### config.mk
export PLATFORM = sky130hd
export DESIGN_NAME = shift_seq_ctrl
export DESIGN_NICKNAME = d
export VERILOG_FILES = /design/src/rtl/shifter_pkg.sv /design/src/rtl/shift_step.sv /design/src/rtl/shift_seq_ctrl.sv
export SDC_FILE = /design/constraint.sdc
export NUM_CORES = 1
export LEC_CHECK = 0
export BUFFER_PORTS_ARGS = -buffer_cell sky130_fd_sc_hd__buf_2
export CELL_PAD_IN_SITES_DETAIL_PLACEMENT = 0
export CELL_PAD_IN_SITES_GLOBAL_PLACEMENT = 1
export CORE_UTILIZATION = 35
export CTS_CLUSTER_DIAMETER = 150
export DETAILED_ROUTE_END_ITERATION = 10
export HOLD_SLACK_MARGIN = 0.12
export PLACE_DENSITY = 0.75
export SLEW_MARGIN = 10
export SYNTH_ARGS = -nofsm -noshare
export SYNTH_HDL_FRONTEND = slang
export SYNTH_SLANG_ARGS = --single-unit
### constraint.sdc
create_clock -name CLK -period 1.7 [get_ports CLK]
set_clock_uncertainty 0.2 [all_clocks]
set_input_delay 0.17 -clock CLK [delete_from_list [all_inputs] [get_ports CLK]]
set_output_delay 0.17 -clock CLK [all_outputs]
set_load 0.02 [all_outputs]
### src/rtl/shifter_pkg.sv
// Shared types and defaults for the shifter sequencing controller and its
// single-step next-value generator.
package shifter_pkg;

   localparam int DEFAULT_WIDTH = 32;
   localparam int DEFAULT_AW    = $clog2(DEFAULT_WIDTH);

   localparam logic DIR_LEFT  = 1'b0;
   localparam logic DIR_RIGHT = 1'b1;

   typedef enum logic [1:0] {
      IDLE  = 2'b00,
      LOAD  = 2'b01,
      SHIFT = 2'b10,
      FIN   = 2'b11
   } state_e;

   typedef enum logic [1:0] {
      LOGICAL = 2'b00,
      ARITH   = 2'b01,
      ROTATE  = 2'b10
   } mode_e;

   // The reserved encoding 2'b11 folds onto logical so nothing downstream sees it
   function automatic mode_e decode_mode(logic [1:0] raw);
      case (raw)
         2'b01:   return ARITH;
         2'b10:   return ROTATE;
         default: return LOGICAL;
      endcase
   endfunction

endpackage

### src/rtl/shift_step.sv
// Combinational single-bit step of the shifter array: per-bit select muxing
// plus the edge fill bit that depends on direction and mode.
module shift_step
   import shifter_pkg::*;
#(
   parameter int WIDTH = DEFAULT_WIDTH
) (
   input  logic [WIDTH-1:0] data,
   input  logic             dir,
   input  mode_e            mode,
   input  logic             l_shift,
   input  logic             r_shift,
   input  logic             no_shift,
   output logic [WIDTH-1:0] next_data
);

   logic fill;

   // Rotate recirculates the bit falling off the far end; arithmetic only
   // replicates the sign bit when moving right
   always_comb begin
      fill = 1'b0;
      if (mode == ROTATE) begin
         fill = (dir == DIR_RIGHT) ? data[0] : data[WIDTH-1];
      end else if (mode == ARITH && dir == DIR_RIGHT) begin
         fill = data[WIDTH-1];
      end
   end

   always_comb begin
      next_data = data;
      case ({l_shift, r_shift, no_shift})
         3'b100:  next_data = {data[WIDTH-2:0], fill};
         3'b010:  next_data = {fill, data[WIDTH-1:1]};
         default: next_data = data;
      endcase
   end

endmodule

### src/rtl/shift_seq_ctrl.sv
// Sequencing controller for the shifter array: latches a request, loads the
// working register, then steps it one bit per cycle and pulses DONE.
module shift_seq_ctrl
   import shifter_pkg::*;
#(
   parameter int WIDTH = DEFAULT_WIDTH,
   parameter int AW    = DEFAULT_AW
) (
   input  logic             CLK,
   input  logic             RST,
   input  logic             START,
   input  logic             DIR,
   input  logic [1:0]       MODE,
   input  logic [AW-1:0]    AMT,
   input  logic [WIDTH-1:0] DATA_IN,
   output logic             L_SHIFT,
   output logic             R_SHIFT,
   output logic             NO_SHIFT,
   output logic [WIDTH-1:0] DATA_OUT,
   output logic             BUSY,
   output logic             DONE
);

   state_e           state;
   state_e           state_next;
   logic             dir_q;
   mode_e            mode_q;
   logic [AW-1:0]    amt_q;
   logic [AW-1:0]    count;
   logic [WIDTH-1:0] data_q;
   logic [WIDTH-1:0] step_next;

   always_ff @(posedge CLK) begin
      if (RST) begin
         state <= IDLE;
      end else begin
         state <= state_next;
      end
   end

   // A zero amount skips SHIFT entirely; otherwise leave on the last step
   always_comb begin
      state_next = state;
      case (state)
         IDLE:    if (START) state_next = LOAD;
         LOAD:    state_next = (amt_q == '0) ? FIN : SHIFT;
         SHIFT:   if (count == AW'(1)) state_next = FIN;
         FIN:     state_next = IDLE;
         default: state_next = IDLE;
      endcase
   end

   always_comb begin
      L_SHIFT  = 1'b0;
      R_SHIFT  = 1'b0;
      NO_SHIFT = 1'b1;
      BUSY     = (state != IDLE);
      DONE     = (state == FIN);
      if (state == SHIFT) begin
         NO_SHIFT = 1'b0;
         if (dir_q == DIR_RIGHT) begin
            R_SHIFT = 1'b1;
         end else begin
            L_SHIFT = 1'b1;
         end
      end
   end

   // Request fields are captured only in IDLE, so START while busy is dropped
   always_ff @(posedge CLK) begin
      if (RST) begin
         dir_q    <= DIR_LEFT;
         mode_q   <= LOGICAL;
         amt_q    <= '0;
         data_q   <= '0;
         count    <= '0;
         DATA_OUT <= '0;
      end else begin
         case (state)
            IDLE: begin
               if (START) begin
                  dir_q  <= DIR;
                  mode_q <= decode_mode(MODE);
                  amt_q  <= AMT;
                  data_q <= DATA_IN;
               end
            end
            LOAD: begin
               DATA_OUT <= data_q;
               count    <= amt_q;
            end
            SHIFT: begin
               DATA_OUT <= step_next;
               count    <= count - AW'(1);
            end
            default: ;
         endcase
      end
   end

   shift_step #(
      .WIDTH(WIDTH)
   ) u_step (
      .data      (DATA_OUT),
      .dir       (dir_q),
      .mode      (mode_q),
      .l_shift   (L_SHIFT),
      .r_shift   (R_SHIFT),
      .no_shift  (NO_SHIFT),
      .next_data (step_next)
   );

endmodule
# == Yosys cells after proc, flatten, opt, wreduce, memory -nomap -nowiden ==
# Cells that the tools add are included.
# word_totals
ff_bits,79
in_bits,43
output_inout_bits,37
wordCells,45
# classes
n_addsub,1
eq_ne,13
n_mux,16
n_reduce_logical,8
# ops
cell,count
$pmux 32 s2,2
$pmux 5 s2,1
$mux 1,9
$eq 2x2->1 const B,4
$pmux 2 s4,1
$eq 2x1->1 const B,3
$reduce_and 2->1,3
$eq 5x1->1 const B,1
$logic_not 5->1,1
$sub 5x1->5 const B,1
$mux 2,2
$ne 2x2->1 const B,2
$pmux 2 s2,1
$reduce_bool 2->1,2
$eq 3x2->1 const B,1
$eq 3x3->1 const B,1
$ne 3x1->1 const B,1
$logic_not 2->1,1
$logic_and 1x1->1,1

# == Depth between registers and ports, before layout ==
# Gate-level depths: netlist of run 1.
# depth
depth_word,6
mapped_depth,7

# == Modules after synthesis ==
# A second synthesis of run 1 with hierarchy kept.
# unflattened
hier_cells,491
area_unflattened_um2,4073.9
# by_module_without_submodules
module,instances,cells_each,area_per_inst_um2
shift_seq_ctrl,1,377,3271.9
shift_step,1,114,802.0

# == Worst setup path after synthesis of run 1 ==
# Ideal clock, no wire load.
# synth_path
path_type,register to output
start,register state[0]
end,output port L_SHIFT
arrival_time_ps,1356
required_time_ps,1330
path_slack_ps,-26
path_stages_with_launch,6
n_path_buf,1
cell_sequence,dfxtp_1 inv_1 ha_1 clkinv_1 clkbuf_1 nor2_1
# synth_between
elab_chain_len,2
# synth_rtl
element,line,text
"start, declared",shift_seq_ctrl.sv:24,state_e state;
"start signal, assigned",shift_seq_ctrl.sv:37,state <= state_next;
$eq 2x2->1,shift_seq_ctrl.sv:59,if (state == SHIFT) begin
$mux 1,shift_seq_ctrl.sv:59,
"end, declared",shift_seq_ctrl.sv:16,"output logic L_SHIFT,"
# No other way between the ends.

# == Final worst setup path of run 1 ==
# layout_path
start,register state[1]
end,output port L_SHIFT
# The elaborated chain is that of the path after synthesis.

==> impl_metrics.yaml, run 1 <==
clock_network:
  htree_levels: 3
  cts_tree: "done"
  cts_max_path_buffers: 2
  clkLatencyLatePin_ns: 0.35
  cts-buffers-inserted: 9
  path_clk_slew_ns: 0.08
  cts_sinks: 79
  ctsRootBufferMaster: "clkbuf_8"
detailed_routing:
  vias: 3559
  dr.pass1.iters: 5
  wl_per_cell_um: 14.18
  ant_nets: 0
  drt_wl_total_um: 10190
  drc: 0
  viasPerCell: 4.950
  drt_iter0_drc: 128
synthesis:
  ys_seq_elements: 79
  ys.warnings.count: 0
  synth.lib_cells_used.distinct: 30
  synth_nets: 505
  yosysSeqAreaShare_pct: 43.65
  synth_area_um2: 3623
  syn_area_per_cell_um2: 7.964
  synth_cells: 455
layout:
  nets: 631
  antennaDiodeCount: 0
  fin_cells: 719
  design_area_um2: 5121
  post-route-util_pct: 51.68
  seq_area_um2: 1585
  area_growth_pct: 41.33
  drive_gt1_share_pct: 24.40
  multi_input_area_um2: 1926
  fill_cells: 984
placed_design:
  portBuffers: 79
  hpwl_um: 6495
  post-place-ws_ns: -0.06302
  postPlaceCellArea_um2: 4274
  dp_cells: 653
  place_congestion: 0.7790
pwr:
  seq_power_share_pct: 32.9
  p_leak_nw: 1.979
  power.density_nw_per_um2: 1499
  power_mw: 7.677
  peakVddDrop_uv: 610.3
  internal_power_mw: 4.743
  power.share.switching_pct: 38.22
  combPwrFrac_pct: 46.7
  power_frac_clock_pct: 20.4
  p_sw_mw: 2.934
sta:
  final-setup-viol-count: 1
  finalSetupTns_ns: -0.006211
  timing.hold.ws_ns: 0.1541
  fin_crit_sh_pct: 100.4
  relSlewSlack_pct: 74.91
  rsz0062_at_grt: "yes"
  worst_pin_slew_ns: 0.3764
  layout_min_cycle_time_ns: 1.706
  setup_slack_ns: -0.006211
  fmax_mhz: 586.1
  slew_viol_final: 0
  finalHoldViolCount: 0
die:
  core_um2: 9910
  io_pins: 80
  die_y_um: 103.8
  start_util_pct: 36.57
  num_rows: 36
  die_w_um: 103.8
  die_area_um2: 10760
global_routing:
  grtUsageTotal_pct: 19.25
  grt_max_degree: 41
  antenna_found_initial: 0
  grt_pass1_wl_um: 16730
  grt_pass1_vias: 3426
  grt.overflow.total: 0
critical_path:
  cp-start-kind: "flip-flop"
  required_ns: 1.33
  worstPathArrival_ns: 1.34
  crit_slowest_cell: "dfxtp_2"
  worstPathMaxFanout: 5
  crit_path_frequent_cell: "buf_6"
  endpoint_kind: "output port"
  critPathLaunch: "state[1]$_SDFFE_PP0P_"
  slowest_delay_ns: 0.33
  cp_cell_sequence: "buf_6 > ha_4 > inv_2 > buf_12 > nor2_4 > buf_6"
  crit_type: "flip-flop to output port"
  timing.rr.start: "state[1]$_SDFFE_PP0P_"
status:
  violations: "setup timing"
  status: "complete, but fails checks"
job:
  drv_cap: 0
min_path:
  min_path_type: "input port to flip-flop"
  hp-start: "START"
[registers in the layout, summed over array words and instances, names as in the netlist]
register and cells:
dir_q 1, count 5, DATA_OUT 32, amt_q 5
data_q 32, mode_q 2, state 2
[Yosys cell counts]
cell,count,area [µm²]
o2bb2ai_1,1,8.760
a22oi_1,2,15.01
clkinv_1,1,3.750
nor2_1,38,142.6
o221ai_1,1,8.760
a21oi_1,75,375.4
buf_2,7,35.03
dfxtp_1,79,1582
ha_1,7,87.58
a31oi_1,2,12.51
inv_1,7,26.28
nand2_1,86,322.8
and2_1,1,6.260
nor4bb_1,1,10.01
nand4b_1,1,8.760
o31ai_1,2,15.01
nor4b_2,1,15.01
a211oi_1,1,7.510
nand3b_1,4,30.03
or3_1,1,6.260
o21ai_0,7,35.03
mux2i_1,31,310.3
buf_1,1,3.750
o22ai_1,32,200.2
nor4_1,2,12.51
clkbuf_1,25,93.84
nand2b_1,33,206.5
buf_4,4,30.03
nor3_1,1,5.000
nor3b_1,1,7.510
[area by class of cell]
cell class / instances / area share (%)
multi-input cells: 331 / 37.60
flip-flops and latches: 79 / 30.96
repair buffers: 152 / 23.26
well taps: 133 / 3.249
clock buffers: 11 / 2.761
clock inverters: 5 / 1.588
inverters: 8 / 0.5864
[worst paths after layout]
path / cells after the start / to / slack, ns
worst max-delay path: 6 / L_SHIFT / -0.006
worst min-delay path: 4 / state[0]$_SDFFE_PP0P_ / 0.15
worst max register to register: 8 / count[2]$_SDFFE_PP0P_ / 0.05
worst min register to register: 2 / data_q[11]$_SDFFE_PP0P_ / 0.26
[placed cells by master (no fill, tap or decap), types with 2 or more instances in the layout]
cell and n:
nand3b_1 4, a21oi_1 74, bufinv_16 2, o22ai_1 31
a22oi_1 2, buf_6 6, o31ai_1 2, buf_2 75
o21ai_0 4, nand2_1 85, ha_1 4, dfxtp_2 3
buf_12 6, a31oi_1 2, inv_2 3, inv_1 5
dlygate4sd3_1 41, nand2b_1 33, clkbuf_8 10, ha_4 2
nor2_1 37, o21ai_1 2, dfxtp_1 76, buf_4 22
mux2i_1 31
[routing by layer]
layer	share of wire [%]	wire length, µm	global-route usage, %
met2	47	4828	31.50
met5	0	0	0
met4	1.9	189	7.551
met3	4.5	459	4.594
met1	46	4718	24.43
[logic make-up after synthesis]
kind of cell / count (synthesis) / synth area share, %
mux: 31 / 8.564
flops: 79 / 43.65
compound gates: 123 / 18.72
fa+ha+maj: 7 / 2.417
simple gates: 170 / 21.34
buf+inv: 45 / 5.318
[worst max-delay path, delay by kind of cell, from the launching register on]
family                   cells  cell delay [ns]
AND/OR/NAND/NOR              1             0.03
flip-flops                   1             0.33
buffers and inverters        4             0.46
adder cells (fa/ha/maj)      1             0.16
[power groups by stage]
stage	Clock, mW	Sequential, mW	Combinational, mW
floorplan	0	2.60	1.89
global placement	0	2.54	2.98
detailed placement	0	2.54	3.05
CTS	1.61	2.51	3.38
global route	1.69	2.58	3.92
finish	1.56	2.52	3.59
[repair_timing]
action,CTS,global route
gates resized for setup,15,17
endpoints found under the setup margin,4,21
buffers inserted,5,2
hold buffers,41,0
cloned,1,1
pin swaps,1,3
endpoints found under the hold margin,48,0
Power figures use the tool's default switching activity.
==> run 2, diff against run 1 <==
--- a/config.mk
+++ b/config.mk
@@ -5,14 +5,15 @@
 export SDC_FILE = /design/constraint.sdc
 export NUM_CORES = 1
 export LEC_CHECK = 0
-export BUFFER_PORTS_ARGS = -buffer_cell sky130_fd_sc_hd__buf_2
 export CELL_PAD_IN_SITES_DETAIL_PLACEMENT = 0
 export CELL_PAD_IN_SITES_GLOBAL_PLACEMENT = 1
-export CORE_UTILIZATION = 35
+export CORE_UTILIZATION = 41
 export CTS_CLUSTER_DIAMETER = 150
 export DETAILED_ROUTE_END_ITERATION = 10
+export DONT_BUFFER_PORTS = 1
 export HOLD_SLACK_MARGIN = 0.12
-export PLACE_DENSITY = 0.75
+export PLACE_DENSITY = 0.74
+export SKIP_LAST_GASP = 1
 export SLEW_MARGIN = 10
 export SYNTH_ARGS = -nofsm -noshare
 export SYNTH_HDL_FRONTEND = slang
==> impl_metrics.yaml, run 2 (synthesized netlist as in run 1, its figures left out) <==
global_routing:
  grt_pass1_vias: 2874
  grtUsageTotal_pct: 20.24
  use_met1_pct: 25.24
  gr-usage-met3_pct: 7.425
  top_usage_layer: "met2"
  grt.overflow.total: 0
  antenna_found_initial: 0
  grt_pass1_wl_um: 14360
  use_met2_pct: 32.68
  grt_max_degree: 82
critical_path:
  endpoint_kind: "output port"
  required_ns: 1.33
  crit_type: "flip-flop to output port"
  cp_num_buf_inv: 3
  critPathLaunch: "state[0]$_SDFFE_PP0P_"
  worstPathArrival_ns: 1.30
  timing.rr.start: "state[1]$_SDFFE_PP0P_"
  cp_cell_sequence: "inv_2 > ha_4 > inv_4 > buf_12 > nor2_4"
  worstPathMaxFanout: 18
  cp-start-kind: "flip-flop"
  crit_slowest_cell: "dfxtp_1"
  slowest_delay_ns: 0.33
  path_delay_family: "flip-flops"
layout:
  nets: 501
  drive_gt1_share_pct: 10.53
  design_area_um2: 4088
  layout.cells.most_common: "nand2_1"
  layout_common_cells: "85 x nand2_1, 76 x dfxtp_1, 75 x a21oi_1"
  area_growth_pct: 12.81
  antennaDiodeCount: 0
  top_regs: "DATA_OUT: 32 flops, data_q: 32 flops"
sta:
  finalHoldViolCount: 79
  fin_crit_sh_pct: 98.11
  slew_viol_final: 0
  layout_min_cycle_time_ns: 1.668
  fmax_mhz: 599.6
  relSlewSlack_pct: 69.95
  rsz0062_at_grt: "yes"
  final-setup-viol-count: 0
  worst_pin_slew_ns: 0.4501
  timing.hold.ws_ns: -0.3228
clock_network:
  cts-buffers-inserted: 9
  path_clk_slew_ns: 0.08
  cts_tree: "done"
  htree_levels: 3
  ctsRootBufferMaster: "clkbuf_8"
  clkLatencyLatePin_ns: 0.35
  cts_sinks: 79
  cts_max_path_buffers: 2
die:
  die_w_um: 96.01
  die_y_um: 96.01
  start_util_pct: 43.23
  die_area_um2: 9218
  num_rows: 33
  core_um2: 8382
  io_pins: 80
detailed_routing:
  wl_per_cell_um: 15.86
  viasPerCell: 5.501
  vias: 3086
  drt_iter0_drc: 161
  drc: 0
  ant_nets: 0
  drt_wl_total_um: 8898
  dr.pass1.iters: 4
pwr:
  power.density_nw_per_um2: 1677
  p_leak_nw: 1.359
  peakVddDrop_uv: 894.1
placed_design:
  postPlaceCellArea_um2: 3821
  place_congestion: 0.7357
  portBuffers: 0
  hpwl_um: 5788
status:
  violations: "hold timing"
  status: "complete, but fails checks"
job:
  drv_cap: 0
min_path:
  hp-start: "RST"
  min_path_type: "input port to flip-flop"
## run 2: per-layer routing
metal,vias up,routed length (µm)
met1,1447,4011
met5,-,0
met2,82,4189
li1,1548,-
met4,0,99
met3,9,598
## run 2: final cells by class
class                      count  area (µm²)
inverter                       8       32.53
tap                          105       131.4
timing repair buffer          22       276.5
clock buffer                  10       127.6
multi-input combinational    331        1873
sequential                    79        1585
clock inverter                 6       61.31
fill                         848        4294
## run 2: timing repair
item,CTS,global route
buffers inserted,1,0
endpoints found under the setup margin,3,8
pin swaps,1,2
gates cloned,1,0
resized for setup,8,6
hold endpoints to repair,79,79
## run 2: where the power goes
part	internal [mW]	total (mW)	switching, mW
logic	1.30	2.82	1.53
clock network	0.674	1.37	0.697
registers	2.21	2.66	0.458
total	4.18	6.86	2.68
## run 2: worst paths after layout
| path | to | slack [ns] | depth (start not counted) |
|---|---|---|---|
| max | L_SHIFT | 0.03 | 5 |
| min | data_q[17]$_SDFFE_PP0P_ | -0.32 | 1 |
| max reg2reg | state[0]$_SDFFE_PP0P_ | 0.08 | 7 |
| min reg2reg | data_q[23]$_SDFFE_PP0P_ | 0.25 | 2 |
## run 2: through the flow
step | setup TNS (ns) | util [%] | setup WS, ns | total power, mW | std cells
after floorplan | 0 | - | 0.01307 | 4.488 | 455
after global placement | 0 | 45.59 | 0.1031 | 5.295 | 543
after detailed placement | 0 | 45.59 | 0.06221 | 5.347 | 543
after CTS | -0.001775 | 48.62 | -0.001713 | 6.891 | 561
after global routing | -0.03906 | 48.77 | -0.01603 | 7.330 | 561
final | 0 | 48.77 | 0.03212 | 6.855 | 561
